[src/rtl/alarm_key_entry.sv]
// alarm_key_entry
//   Front-panel key-entry controller for the alarm clock. Takes one decoded
//   key per cycle from the keypad debouncer, assembles 4-digit BCD HH:MM
//   entries for the alarm or the time-of-day, validates them (00:00-23:59)
//   and commits them. SNOOZE / STOP are honoured in every state.
//
//   Optional feature (compile-time macro ALARM_KEY_TIMEOUT_EN):
//     when defined, an open entry with no key activity for TIMEOUT_CYCLES
//     cycles is abandoned exactly like CLEAR. When undefined no timeout
//     counter exists and an entry stays open indefinitely.
//
//   Ports
//     clk          system clock, all state on rising edge
//     reset        synchronous, active-high
//     key_valid    one-cycle strobe qualifying key_code
//     key_code     0-9 digit, 10 ALARM, 11 TIME, 12 SNOOZE, 13 STOP,
//                  14 ENTER, 15 CLEAR
//     alarm_time   committed alarm, BCD {ms_hr, ls_hr, ms_min, ls_min}
//     new_time     last committed time-set value, BCD
//     load_time    one-cycle pulse, new_time valid for the clock counter
//     show_alarm   high while an alarm entry is open
//     do_snooze    one-cycle pulse per SNOOZE key
//     stop_alarm   one-cycle pulse per STOP key
//     entry_busy   high while an alarm or time entry is open
//     entry_error  one-cycle pulse on a rejected ENTER
//   All outputs are registered; the response to a key appears one clock
//   after its key_valid cycle.

module alarm_key_entry #(
  parameter int unsigned TIMEOUT_CYCLES = 1000,
  parameter int unsigned TO_W           = 10
) (
  input  logic        clk,
  input  logic        reset,
  input  logic        key_valid,
  input  logic [3:0]  key_code,
  output logic [15:0] alarm_time,
  output logic [15:0] new_time,
  output logic        load_time,
  output logic        show_alarm,
  output logic        do_snooze,
  output logic        stop_alarm,
  output logic        entry_busy,
  output logic        entry_error
);

  typedef enum logic [1:0] {
    IDLE        = 2'd0,
    ENTRY_ALARM = 2'd1,
    ENTRY_TIME  = 2'd2
  } state_t;

  typedef enum logic [3:0] {
    KEY_ALARM  = 4'd10,
    KEY_TIME   = 4'd11,
    KEY_SNOOZE = 4'd12,
    KEY_STOP   = 4'd13,
    KEY_ENTER  = 4'd14,
    KEY_CLEAR  = 4'd15
  } key_t;

  // The timeout counter must be able to hold TIMEOUT_CYCLES-1.
  if (TIMEOUT_CYCLES >= (64'd1 << TO_W)) begin : g_to_w_too_small
    $error("alarm_key_entry: TO_W too small for TIMEOUT_CYCLES");
  end

  state_t      state, state_nxt;
  logic [15:0] digit_buf, digit_buf_nxt;
  logic [2:0]  digit_cnt, digit_cnt_nxt;
  logic [15:0] alarm_time_nxt, new_time_nxt;
  logic        load_nxt, snooze_nxt, stop_nxt, error_nxt;
  logic        buf_ok;

`ifdef ALARM_KEY_TIMEOUT_EN
  logic [TO_W-1:0] to_cnt, to_cnt_nxt;
`endif

  // HH:MM range check on the assembled buffer (digits are always 0-9).
  always_comb begin
    buf_ok = (digit_buf[15:12] <= 4'd2) && (digit_buf[11:8] <= 4'd9) &&
             (digit_buf[7:4]   <= 4'd5) && (digit_buf[3:0]  <= 4'd9) &&
             !((digit_buf[15:12] == 4'd2) && (digit_buf[11:8] > 4'd3));
  end

  always_comb begin
    state_nxt      = state;
    digit_buf_nxt  = digit_buf;
    digit_cnt_nxt  = digit_cnt;
    alarm_time_nxt = alarm_time;
    new_time_nxt   = new_time;
    load_nxt       = 1'b0;
    snooze_nxt     = 1'b0;
    stop_nxt       = 1'b0;
    error_nxt      = 1'b0;
`ifdef ALARM_KEY_TIMEOUT_EN
    to_cnt_nxt     = '0;
`endif

    if (key_valid) begin
      case (key_code)
        KEY_SNOOZE: snooze_nxt = 1'b1;
        KEY_STOP:   stop_nxt   = 1'b1;
        default: begin
          if (state == IDLE) begin
            if (key_code == KEY_ALARM || key_code == KEY_TIME) begin
              state_nxt     = (key_code == KEY_ALARM) ? ENTRY_ALARM : ENTRY_TIME;
              digit_buf_nxt = '0;
              digit_cnt_nxt = '0;
            end
          end else begin
            if (key_code <= 4'd9) begin
              if (digit_cnt != 3'd4) begin
                digit_buf_nxt = {digit_buf[11:0], key_code};
                digit_cnt_nxt = digit_cnt + 3'd1;
              end
            end else if (key_code == KEY_ENTER) begin
              if (digit_cnt == 3'd4 && buf_ok) begin
                if (state == ENTRY_ALARM) begin
                  alarm_time_nxt = digit_buf;
                end else begin
                  new_time_nxt = digit_buf;
                  load_nxt     = 1'b1;
                end
              end else begin
                error_nxt = 1'b1;
              end
              state_nxt     = IDLE;
              digit_buf_nxt = '0;
              digit_cnt_nxt = '0;
            end else if (key_code == KEY_CLEAR) begin
              state_nxt     = IDLE;
              digit_buf_nxt = '0;
              digit_cnt_nxt = '0;
            end
            // ALARM / TIME inside an entry fall through and are ignored.
          end
        end
      endcase
    end

`ifdef ALARM_KEY_TIMEOUT_EN
    // Any key restarts the count; the 0 default also covers IDLE and entry.
    if (state != IDLE && !key_valid) begin
      if (to_cnt == TO_W'(TIMEOUT_CYCLES - 1)) begin
        state_nxt     = IDLE;
        digit_buf_nxt = '0;
        digit_cnt_nxt = '0;
      end else begin
        to_cnt_nxt = to_cnt + 1'b1;
      end
    end
`endif
  end

  // show_alarm / entry_busy are registered from the next state so that a
  // commit and the show_alarm fall land on the same edge.
  always_ff @(posedge clk) begin
    if (reset) begin
      state       <= IDLE;
      digit_buf   <= '0;
      digit_cnt   <= '0;
      alarm_time  <= '0;
      new_time    <= '0;
      load_time   <= 1'b0;
      show_alarm  <= 1'b0;
      do_snooze   <= 1'b0;
      stop_alarm  <= 1'b0;
      entry_busy  <= 1'b0;
      entry_error <= 1'b0;
`ifdef ALARM_KEY_TIMEOUT_EN
      to_cnt      <= '0;
`endif
    end else begin
      state       <= state_nxt;
      digit_buf   <= digit_buf_nxt;
      digit_cnt   <= digit_cnt_nxt;
      alarm_time  <= alarm_time_nxt;
      new_time    <= new_time_nxt;
      load_time   <= load_nxt;
      show_alarm  <= (state_nxt == ENTRY_ALARM);
      do_snooze   <= snooze_nxt;
      stop_alarm  <= stop_nxt;
      entry_busy  <= (state_nxt != IDLE);
      entry_error <= error_nxt;
`ifdef ALARM_KEY_TIMEOUT_EN
      to_cnt      <= to_cnt_nxt;
`endif
    end
  end

endmodule

[config.mk]
export PLATFORM = sky130hd
export DESIGN_NAME = alarm_key_entry
export DESIGN_NICKNAME = d
export VERILOG_FILES = /design/src/rtl/alarm_key_entry.sv
export SDC_FILE = /design/constraint.sdc
export NUM_CORES = 1
export LEC_CHECK = 0
export CORE_MARGIN = 1.5
export CORE_UTILIZATION = 51
export DETAILED_ROUTE_END_ITERATION = 8
export GPL_TIMING_DRIVEN = 0
export PLACE_DENSITY = 0.78
export REMOVE_ABC_BUFFERS = 1
export SETUP_SLACK_MARGIN = 0.1
export SLEW_MARGIN = 20
export SYNTH_ARGS = -nofsm -noshare
export SYNTH_HDL_FRONTEND = slang
export SYNTH_SLANG_ARGS = --single-unit
[constraint.sdc]
create_clock -name clk -period 1.73 [get_ports clk]
set_input_delay 0.346 -clock clk [delete_from_list [all_inputs] [get_ports clk]]
set_output_delay 0.346 -clock clk [all_outputs]
set_load 0.1 [all_outputs]
* After elaboration in Yosys (flattened, before gate mapping)
Cells that the tools add are included.
** Cells by class
- $add $sub $neg :: 1
- Magnitude comparators :: 6
- Equality and inequality tests :: 13
- Multiplexer cells :: 24
- Bitwise gates (word level) :: 7
- Reduce and logical (&&, ||, !) cells :: 18
** Operators with widths (number)
- two-way mux 16 bit :: 6
- equality test 4 bit, second input constant :: 6
- two-way mux 3 bit :: 6
- two-way mux 2 bit :: 8
- AND reduction 7 bit :: 2
- <= comparator 4 bit, second input constant :: 3
- OR reduction 8 bit :: 1
- inverter 1 bit :: 7
- OR reduction 7 bit :: 1
- logical AND 1 bit :: 6
- AND reduction 5 bit :: 1
- equality test 2 x 1 -> 1 bit, second input constant :: 2
- equality test 4 x 2 -> 1 bit, second input constant :: 1
- > comparator 4 x 2 -> 1 bit, second input constant :: 1
- <= comparator 4 x 2 -> 1 bit, second input constant :: 1
- <= comparator 4 x 3 -> 1 bit, second input constant :: 1
- two-way mux 1 bit :: 4
- nonzero test 4 bit :: 1
- OR reduction 2 bit :: 2
- adder 3 x 1 -> 3 bit, second input constant :: 1
- equality test 3 bit, second input constant :: 1
- inequality test 3 x 2 -> 1 bit, second input constant :: 1
- inequality test 3 bit, second input constant :: 1
- logical NOT 2 bit :: 1
- other kinds (4) :: 4
** Storage, ports and cells
- Bits in registers :: 59
- Bits of input ports :: 7
- Output and inout bits :: 38
- Word-level logic and storage cells :: 80

* Depth between registers and ports, before layout
- Word-level depth :: 8
- Depth in mapped cells :: 7
- Depth with buffers taken out :: 6

* Worst setup path before layout
OpenSTA, ideal clock, no wires.
- Path type :: reg-to-reg
- From :: register digit_cnt[0]
- To :: register new_time[10]
- Setup time :: 0.072 ns
- Arrival time :: 1.416 ns
- Required time :: 1.658 ns
- Slack :: 0.242 ns
- Stages on the path, launching flop included :: 8
- Path buffers :: 1
- Clock period less this slack :: 1.488 ns
- Path through :: dfxtp_1 > inv_1 > ha_1 > nand2_1 > and4b_1 > and3_1 > buf_6 > mux2i_1
** Between the ends
- Cells in the longest elaborated chain, start to end :: 3
** RTL lines
- start: declaration :: line 69 : logic [2:0] digit_cnt, digit_cnt_nxt;
- start signal: assignment :: line 176 : digit_cnt <= digit_cnt_nxt;
- equality test 3 bit :: line 117 : if (digit_cnt == 3'd4 && buf_ok) begin
- logical AND 1 bit :: line 117
- AND reduction 7 bit (no source line)
- end signal: assignment :: line 178 : new_time <= new_time_nxt;
- end: declaration :: line 38 : output logic [15:0] new_time,
No other way between the ends.
A chain may end at the register's enable or synchronous reset.

* Worst setup path in the final report
- From :: register state[0]
- To :: register digit_buf[14]
** Between the ends
- Cells in the longest elaborated chain, start to end :: 3
- Elaborated cells on any way between the ends :: 6
- Classes of those cells :: eq/ne: 2; mux: 1; reduce/logical: 3
** RTL lines
- start: declaration :: line 67 : state_t state, state_nxt;
- start signal: assignment :: line 174 : state <= state_nxt;
- logical NOT 2 bit * :: line 104 : if (state == IDLE) begin
- inequality test 3 x 2 -> 1 bit (no source line), or another cell as far along
- AND reduction 5 bit (no source line)
- end signal: assignment :: line 175 : digit_buf <= digit_buf_nxt;
- end: declaration :: line 68 : logic [15:0] digit_buf, digit_buf_nxt;
Every way passes the cells marked *; elsewhere a longest branch is shown, timed or not.

==> summary.txt <==
Yosys
  • Post-synth EDFFs: 0
  • Yosys top cell area share: 48.3%
  • Async set-reset flop share out of synthesis: 0%
  • Yosys top cell by area: dfxtp_1
  • Mean Syn Cell Area: 10.7 um2
  • Flops & latches, synth: 59
  • Synth area leaders: dfxtp_1, mux2i_1, nand2_1
  • Ys Warns: 0
  • Post-synthesis sequential area ratio: 48.3%
  • Syn Inst Count: 228
  • Post-Synthesis Cell Area: 2450 um2
  • Number of distinct library cells after synthesis: 45
  • Synth Flop Type: dfxtp_1

Power and ir drop
  • VDD IR max: 683 uV
  • Power, Total: 2720 uW
  • Power Density: 848 nW/um2
  • Leakage: 0.00138 uW

Cells and area
  • Fillers: 360
  • P&R area growth vs syn: 31.0%
  • Finished Layout Cells: 339
  • Final Net Count: 289
  • N_diodes: 0
  • Layout cell share with drive strength beyond 1: 30.2%

STA
  • Count of final setup violators: 0
  • TNS Setup: 0 ns
  • Worst hold slack: 0.458 ns
  • Worst clock skew: 0.00743 ns
  • Fmax: 0.629 GHz
  • Final Max Tran Viols: 0
  • RSZ-0062 raised after global routing: true
  • Relative slew slack: 63.7%
  • Crit share post-route: 91.9%
  • Minimum clock period: 1.59 ns
  • Worst-Margin Slew: 0.547 ns
  • Hold Vio Cnt, Final: 0

GRT
  • Total gr overflow: 0
  • Met3 GRT Util: 8.61%
  • First-pass GRT wire length: 7780 um
  • Met2 GRT Util: 31.0%
  • GRT Total Usage: 19.9%
  • Met1 Track Usage GR: 24.3%
  • Antenna violations before repair: 0
  • Largest net degree at the start of global routing: 64
  • Top Usage Layer GRT: met2
  • Vias in the first global route: 1675

Die
  • Die Wd: 72.3 um
  • Io pins: 45
  • CORE AREA: 4660 um2
  • Die area: 5220 um2
  • Die height: 72.3 um
  • # rows: 25
  • Starting Density: 52.5%

Worst setup path
  • CP bufs+invs: 1
  • Setup Crit Path Kind: reg2reg
  • R2r endpoint: digit_buf[14]
  • Crit-path max FO: 9
  • Worst R2R Start: state[0]
  • CP max stage delay: 0.47 ns
  • Worst EP required: 1.95 ns
  • Crit path DAT: 1.81 ns
  • R2R depth: 5
  • Flop2flop setup slack: 0.14 ns
  • Crit end category: register
  • CP top delay family: flip-flops
  • Worst setup SP type: register
  • Slowest CP cell: dfxtp_1
  • Crit path cell chain: nor2_8 > xor2_1 > a32oi_4 > buf_4 > mux2_4

Place
  • Dpl hpwl: 2970 um
  • Post-Place Cells: 315
  • Final GP Congestion: 0.753
  • Port-buffer cells: 44

Clocking
  • Clock transition at path regs: 0.06 ns
  • CTS Root Cell: clkbuf_8
  • CTS tree: done
  • Clock Sinks: 59
  • Max Buffers Root-to-Sink: 2
  • CTS Buf Count: 9
  • H-tree depth: 3
  • Worst skew pair latency: 0.33 ns

Route
  • DR DRC count: 0
  • Via count: 1826
  • Final WL: 4780 um
  • Routed vias/inst: 5.39
  • DRT Pass-1 Iters: 4
  • Drt wl/cell: 14.1 um
  • Post-route ant nets: 0
  • Iteration-0 DRC Markers: 62

Run status
  • Status: finished clean

Hold path
  • Hold Path Sink: alarm_time[10]
  • Min-delay src: alarm_time[10]
  • Tightest Hold Check Type: reg2reg
  • Min-Delay Path Depth: 2

Run
  • Max-cap check violation count: 0
-- cell type report --
cell class	instances	area, um2	area share (%)
Clock inverter	5	52.6	1.64
Sequential cell	59	1180	36.9
Multi-Input combinational cell	155	1190	37.0
Timing Repair Buffer	52	558	17.4
Tap cell	54	67.6	2.11
Inverter	3	16.3	0.507
Clock buffer	11	141	4.41
-- routing by layer --
| layer | routed length, um | vias to the layer above |
|---|---|---|
| met5 | 0 | - |
| met4 | 89 | 0 |
| met3 | 224 | 7 |
| met2 | 2310 | 46 |
| li1 | - | 906 |
| met1 | 2150 | 867 |
-- what timing repair did --
| item | in CTS | in global routing |
|---|---|---|
| gates cloned | 1 | 0 |
| gates resized for setup | 126 | 14 |
| pin swaps | 5 | 1 |
| hold buffers | 0 | 0 |
| setup endpoints to repair | 94 | 41 |
| setup buffers | 6 | 1 |
-- logic make-up after synthesis --
family / after synthesis / synth area share [%]
AOI/OAI and AO/OA: 12 / 4.60
xor gates and xnor gates: 1 / 0.358
adders and majority gates: 2 / 1.02
buffers and inverters: 15 / 5.52
muxes: 43 / 18.2
DFF: 59 / 48.3
and+or+nand+nor: 96 / 22.0
-- synth_stat cells (2+ instances only) --
cell	number
dfxtp_1	59
nand2_1	45
mux2i_1	40
nand3_1	13
and3_1	7
buf_6	5
nor3_1	5
and4b_1	3
mux2_4	3
nor2_1	3
nor2b_1	3
and3_2	2
buf_2	2
dlymetal6s2s_1	2
ha_1	2
inv_1	2
nand4_1	2
nor2_8	2
o21ai_0	2
-- worst max-delay path by stage --
stage                  from       endpoint  slack, ns  cells past startpoint
6_report           state[0]  digit_buf[14]       0.14                      5
5_1_grt        digit_cnt[0]    new_time[3]        0.1                      6
4_1_cts        digit_cnt[0]    new_time[3]       0.10                      6
3_5_place_dp    key_code[3]  digit_buf[15]      -0.94                      6
3_3_place_gp    key_code[3]  digit_buf[14]      -1.19                      5
2_1_floorplan      state[1]  digit_buf[14]      -0.29                      4
-- placed cells by master, fill, tap and decap left out, types with 2 or more instances in the layout --
master and instances:
buf_4 6, nand3_1 13, clkdlybuf4s15_1 2, dfxtp_1 56
and4b_1 2, nor2b_1 3, nand2_1 44, dfxtp_2 3
nand4_1 2, mux2_4 3, inv_2 2, clkinv_2 3
nor2_8 2, and3_2 2, mux2i_1 40, nor3_1 5
o21ai_0 2, clkdlybuf4s15_2 36, dlygate4sd2_1 3, and3_4 2
clkbuf_8 10, and3_1 6, nor2_1 3, clkdlybuf4s18_2 2
-- worst reg2reg max path, cell delays in order (launching register included) --
cell and delay, ns:
dfxtp_1 0.47, nor2_8 0.10, xor2_1 0.18, a32oi_4 0.21, buf_4 0.22, mux2_4 0.31
-- through the flow --
stage / util [%] / cell area, um2 / setup slack [ns]
6_report: 68.8 / 3210 / 0.140
3_5_place_dp: 61.0 / 2840 / -0.941
3_3_place_gp: 60.8 / 2830 / -1.19
2_1_floorplan: - / 2320 / -0.294
4_1_cts: 68.1 / 3170 / 0.104
5_1_grt: 68.8 / 3210 / 0.0966
-- where the power goes --
part	internal [uW]	switching (uW)	leakage, uW
Sequential	1360	3.84	0.000477
Combinational	45.6	90.4	0.000809
Clock	696	522	0.0000991
Total	2100	616	0.00138
-- sequential cells by signal, indices dropped and copies added (netlist names) --
register / cells
entry_error: 1
digit_cnt: 3
show_alarm: 1
alarm_time: 16
state: 2
digit_buf: 16
new_time: 16
load_time: 1
do_snooze: 1
entry_busy: 1
stop_alarm: 1
(Power assumes the default switching activity.)
